File: src/rtl/lc3b_types.sv
// Shared cache-control types: PLRU engine FSM state encoding.
// Latency: n/a (types only).
// Backpressure: n/a (types only).
package lc3b_types;

    // PLRU_IDLE accepts lookups/touches; PLRU_FLUSH walks every set clearing its tree.
    typedef enum logic {
        PLRU_IDLE  = 1'b0,
        PLRU_FLUSH = 1'b1
    } plru_fsm_t;

endpackage

File: src/rtl/plru_tree_walk.sv
// Combinational PLRU tree walker: victim select for one set, plus the tree image after touching a way.
// Latency: purely combinational, zero cycles.
// Backpressure: none; outputs follow inputs every cycle.
//
// Ports:
//   tree_bits  in  WAYS-1  heap-ordered node bits (node 0 = root, children 2i+1 lower / 2i+2 upper)
//   valid_mask in  WAYS    valid bit per way; any clear bit forces the lowest invalid way
//   touch_way  in  WAY_W   way being made MRU
//   victim_way out WAY_W   way to replace
//   next_tree  out WAYS-1  tree_bits with every node on touch_way's path pointing away from it
module plru_tree_walk #(
    parameter int WAYS  = 4,
    parameter int WAY_W = $clog2(WAYS)
) (
    input  logic [WAYS-2:0]  tree_bits,
    input  logic [WAYS-1:0]  valid_mask,
    input  logic [WAY_W-1:0] touch_way,
    output logic [WAY_W-1:0] victim_way,
    output logic [WAYS-2:0]  next_tree
);

    logic             inv_found;
    logic [WAY_W-1:0] inv_way;
    logic [WAY_W-1:0] walk_way;
    logic             node_bit;
    int               sel_node;
    int               upd_node;
    logic             dir;

    // Victim select. Node bit 0 sends the walk to the upper child, 1 to the lower
    // child, so each way bit (MSB first) is simply the inverted node bit.
    always_comb begin
        inv_found = 1'b0;
        inv_way   = '0;
        for (int i = WAYS - 1; i >= 0; i--) begin
            if (!valid_mask[i]) begin
                inv_found = 1'b1;
                inv_way   = WAY_W'(i);
            end
        end

        walk_way = '0;
        sel_node = 0;
        node_bit = 1'b0;
        for (int l = 0; l < WAY_W; l++) begin
            node_bit = 1'b0;
            // Constant-index scan avoids a variable bit-select on a tiny vector.
            for (int n = 0; n < WAYS - 1; n++) begin
                if (n == sel_node) begin
                    node_bit = tree_bits[n];
                end
            end
            walk_way[WAY_W-1-l] = ~node_bit;
            sel_node = 2 * sel_node + (node_bit ? 1 : 2);
        end

        victim_way = inv_found ? inv_way : walk_way;
    end

    // Touch update: a node above a lower-half way becomes 0 (victim goes upper),
    // above an upper-half way becomes 1, i.e. the node bit equals the way bit.
    always_comb begin
        next_tree = tree_bits;
        upd_node  = 0;
        dir       = 1'b0;
        for (int l = 0; l < WAY_W; l++) begin
            dir = touch_way[WAY_W-1-l];
            for (int n = 0; n < WAYS - 1; n++) begin
                if (n == upd_node) begin
                    next_tree[n] = dir;
                end
            end
            upd_node = 2 * upd_node + (dir ? 2 : 1);
        end
    end

endmodule

File: src/rtl/plru_tree_unit.sv
// Per-set tree pseudo-LRU engine: holds tree bits for all sets, returns victims, updates on touch, flushes.
// Latency: victim_valid/victim_way registered one cycle after lookup_valid; touch visible next cycle.
// Backpressure: none; during a flush (flush_busy=1) lookups, touches and flush re-pulses are dropped.
//
// Ports:
//   clk, rst_n                async active-low reset
//   lookup_valid/index        request a victim for a set; valid_mask gives that set's way valid bits
//   access_valid/index/way    hit or fill: mark way MRU in the set
//   flush                     single-cycle pulse, clears every set's tree over SETS cycles
//   victim_valid, victim_way  registered victim result (victim_way holds between lookups)
//   flush_busy                high for exactly SETS cycles after an accepted flush pulse
module plru_tree_unit
    import lc3b_types::*;
#(
    parameter int WAYS  = 4,
    parameter int SETS  = 8,
    parameter int IDX_W = $clog2(SETS),
    parameter int WAY_W = $clog2(WAYS)
) (
    input  logic             clk,
    input  logic             rst_n,
    input  logic             lookup_valid,
    input  logic [IDX_W-1:0] lookup_index,
    input  logic [WAYS-1:0]  valid_mask,
    input  logic             access_valid,
    input  logic [IDX_W-1:0] access_index,
    input  logic [WAY_W-1:0] access_way,
    input  logic             flush,
    output logic             victim_valid,
    output logic [WAY_W-1:0] victim_way,
    output logic             flush_busy
);

    logic [WAYS-2:0]  tree_q [SETS];
    plru_fsm_t        state_q;
    logic [IDX_W-1:0] flush_cnt_q;

    logic             idle;
    logic             access_ok;
    logic             lookup_ok;
    logic [WAYS-2:0]  upd_tree;
    logic [WAYS-2:0]  sel_tree;
    logic [WAY_W-1:0] sel_victim;
    logic [WAY_W-1:0] unused_upd_victim;
    logic [WAYS-2:0]  unused_sel_next;

    assign idle      = (state_q == PLRU_IDLE);
    assign access_ok = access_valid & idle;
    assign lookup_ok = lookup_valid & idle;

    // Update walker: new tree image for the touched set.
    plru_tree_walk #(
        .WAYS  (WAYS),
        .WAY_W (WAY_W)
    ) u_update_walk (
        .tree_bits  (tree_q[access_index]),
        .valid_mask ({WAYS{1'b1}}),
        .touch_way  (access_way),
        .victim_way (unused_upd_victim),
        .next_tree  (upd_tree)
    );

    // Same-cycle touch of the looked-up set is bypassed in, so a just-touched
    // valid way can never come back as the victim.
    assign sel_tree = (access_ok && (access_index == lookup_index)) ? upd_tree
                                                                   : tree_q[lookup_index];

    // Select walker: victim for the looked-up set.
    plru_tree_walk #(
        .WAYS  (WAYS),
        .WAY_W (WAY_W)
    ) u_select_walk (
        .tree_bits  (sel_tree),
        .valid_mask (valid_mask),
        .touch_way  ('0),
        .victim_way (sel_victim),
        .next_tree  (unused_sel_next)
    );

    always_ff @(posedge clk or negedge rst_n) begin
        if (!rst_n) begin
            for (int s = 0; s < SETS; s++) begin
                tree_q[s] <= '0;
            end
            state_q      <= PLRU_IDLE;
            flush_cnt_q  <= '0;
            flush_busy   <= 1'b0;
            victim_valid <= 1'b0;
            victim_way   <= '0;
        end else begin
            victim_valid <= lookup_ok;
            if (lookup_ok) begin
                victim_way <= sel_victim;
            end

            case (state_q)
                PLRU_IDLE: begin
                    if (access_valid) begin
                        tree_q[access_index] <= upd_tree;
                    end
                    if (flush) begin
                        state_q     <= PLRU_FLUSH;
                        flush_cnt_q <= '0;
                        flush_busy  <= 1'b1;
                    end
                end
                PLRU_FLUSH: begin
                    // One set per cycle; flush pulses here are ignored (no restart).
                    tree_q[flush_cnt_q] <= '0;
                    flush_cnt_q         <= flush_cnt_q + 1'b1;
                    if (flush_cnt_q == IDX_W'(SETS - 1)) begin
                        state_q    <= PLRU_IDLE;
                        flush_busy <= 1'b0;
                    end
                end
                default: begin
                    state_q <= PLRU_IDLE;
                end
            endcase
        end
    end

endmodule

File: config.mk
export PLATFORM = sky130hd
export DESIGN_NAME = plru_tree_unit
export DESIGN_NICKNAME = d
export VERILOG_FILES = /design/src/rtl/lc3b_types.sv /design/src/rtl/plru_tree_walk.sv /design/src/rtl/plru_tree_unit.sv
export SDC_FILE = /design/constraint.sdc
export NUM_CORES = 1
export LEC_CHECK = 0
export CAP_MARGIN = 20
export CORE_MARGIN = 4
export CORE_UTILIZATION = 55
export CTS_CLUSTER_SIZE = 16
export DETAILED_ROUTE_END_ITERATION = 8
export DONT_BUFFER_PORTS = 1
export GPL_TIMING_DRIVEN = 0
export HOLD_SLACK_MARGIN = 0.1
export PLACE_DENSITY = 0.67
export SYNTH_ARGS = -nofsm -noshare
export SYNTH_HDL_FRONTEND = slang
export SYNTH_HIERARCHICAL = 1
export SYNTH_SLANG_ARGS = --single-unit
File: constraint.sdc
create_clock -name clk -period 2.59 [get_ports clk]
set_clock_uncertainty 0.15 [all_clocks]
set_input_delay 0.3885 -clock clk [delete_from_list [all_inputs] [get_ports clk]]
set_output_delay 0.3885 -clock clk [all_outputs]
set_load 0.05 [all_outputs]
==> out/metrics.csv <==
metric;value;unit
placed_cell_area;2051;um2
cts_buffers;5;
first_pass_iters;4;
die_w;68.20;um
regArea;800.8;um2
grt_use_total;22.85;%
syn_avg_cell_area;10.33;um2
postCtsSetupBuffers;0;
timing.hold.worst_path_depth;3;
multi_input_area;1087;um2
crit_path_end_kind;flip-flop;
max_cap_violations;0;
dieArea;4651;um2
die_h;68.20;um
cp_slowest_cell;mux4_2;
cp_cell_sequence;mux2i_1 -> mux4_2 -> o21ai_0 -> mux2_2 -> inv_1 -> mux2i_1 -> mux2i_1 -> o221a_1 -> mux2_2;
rsz0062_at_grt;no;
core.rowCount;21;
clock-sinks;32;
power_leakage;0.0009731;uW
worstPathRequired;2.66;ns
cts-resized-gates;0;
fin_total_pwr;1914;uW
vias_per_cell;6.148;
start_util;58.35;%
grt_pass1_wl;7.562;mm
netlist_instances;193;
drtIter0Drc;149;
synth_nets;212;
antennaDiodeCount;0;
insertion_delay;0.33;ns
core-area;3416;um2
cp_common_cell;mux2i_1;
dp_hpwl;3.501;mm
power_density;883.6;nW/um2
reg2reg_depth;9;
drv_slew;0;
cts_tree;done;
clockRootBuffer;clkbuf_4;
area_growth;8.663;%
port_buffers;0;
finalSetupViolations;0;
cp-start-kind;flip-flop;
max_freq;414.6;MHz
via_count;1537;
antenna_found_initial;0;
cp_data_arrival_time;2.49;ns
design_area;2166;um2
status;completed;
period_needed;2.412;ns
globalplace.congestion;0.9388;
hold_buffers;4;
fin_util;63.41;%
io_pins;21;
h-tree-depth;2;
hp-class;in2reg;
max_slew_margin;62.64;%
ff2ff_setup_slack;0.18;ns
drc_errors;0;
routed_wl;4.626;mm
fin_crit_sh;93.13;%
clockBufferDepth;2;
grt_max_degree;33;
nNetsFinal;223;
ys_warn_count;6;
overflow;0;
layout-drive-gt1-share;16.67;%
nFillCells;297;
hold_viol_final;0;
crit_fanout;5;
tns;0;ns
ir_drop;0.5469;mV
clkTransAtPathRegs;0.10;ns
synthesis.area;1993;um2
tightest_slew;0.5598;ns
grt_pass1_vias;1465;
slowest_delay;0.46;ns
ant_nets;0;
wl_per_cell;18.50;um
criticalPathCategory;reg2reg;
final timing paths:
check	end	start
max	victim_way[0]	tree_q[4]
min	tree_q[9]	access_index[1]
max reg2reg	victim_way[0]	tree_q[4]
min reg2reg	tree_q[12]	tree_q[12]
max in group asynchronous	tree_q[16]	rst_n
min in group asynchronous	flush_cnt_q[1]	rst_n
state kept, by name, indices dropped and copies added (netlist names):
| signal | cells |
|---|---|
| flush_busy | 1 |
| flush_cnt_q | 3 |
| state_q | 1 |
| tree_q | 24 |
| victim_valid | 1 |
| victim_way | 2 |
routing by layer:
layer | GRT usage [%] | share of wire, %
met5 | 0 | 0
met4 | 6.948 | 2.0
met2 | 35.74 | 48
met3 | 5.583 | 8.3
met1 | 31.39 | 42
final cells by class:
| class | count | share of cell area [%] |
|---|---|---|
| Buffer | 14 | 3.813 |
| Clock buffer | 7 | 3.004 |
| Inverter | 6 | 1.040 |
| Multi-Input combinational cell | 141 | 50.20 |
| Sequential cell | 32 | 36.97 |
| Tap cell | 46 | 2.657 |
| Timing Repair Buffer | 4 | 2.311 |
per-stage QoR:
step | hold slack [ns] | std cells | worst slack, ns
finish | 0.1980 | 250 | 0.1780
global route | 0.1913 | 250 | 0.09354
CTS | 0.1930 | 250 | 0.1955
detailed placement | -0.05641 | 239 | -0.06855
global placement | -0.05640 | 239 | -0.01893
floorplan | -0.05709 | 193 | 0.2080
worst max-delay path: cells and delay by family, from the launching register on:
family	cells	cell delay, ns
mux	6	1.29
flops	1	0.41
compound gates	2	0.32
buf+inv	1	0.14
cells in the final DEF, fill, tap and decap left out, drive strengths merged, types with 2 or more instances in the layout:
master,instances
ha,2
nand4bb,2
inv,6
dlygate4sd3,3
buf,11
nor2,5
xnor2,3
o21ai,15
nand2b,5
mux4,7
a21oi,2
nor2b,2
and2,4
mux2,4
nand3,13
nand2,30
nand4,2
dfrtp,32
nand3b,4
nand4b,3
clkbuf,11
mux2i,24
nor3,2
report_power, final:
group	total (uW)	internal [uW]	switching, uW	leakage, uW
registers	935	672	263	0.000425
logic	654	309	345	0.000511
clock network	324	154	170	0.0000374
total	1910	1140	779	0.000973
(Power assumes the default switching activity.)
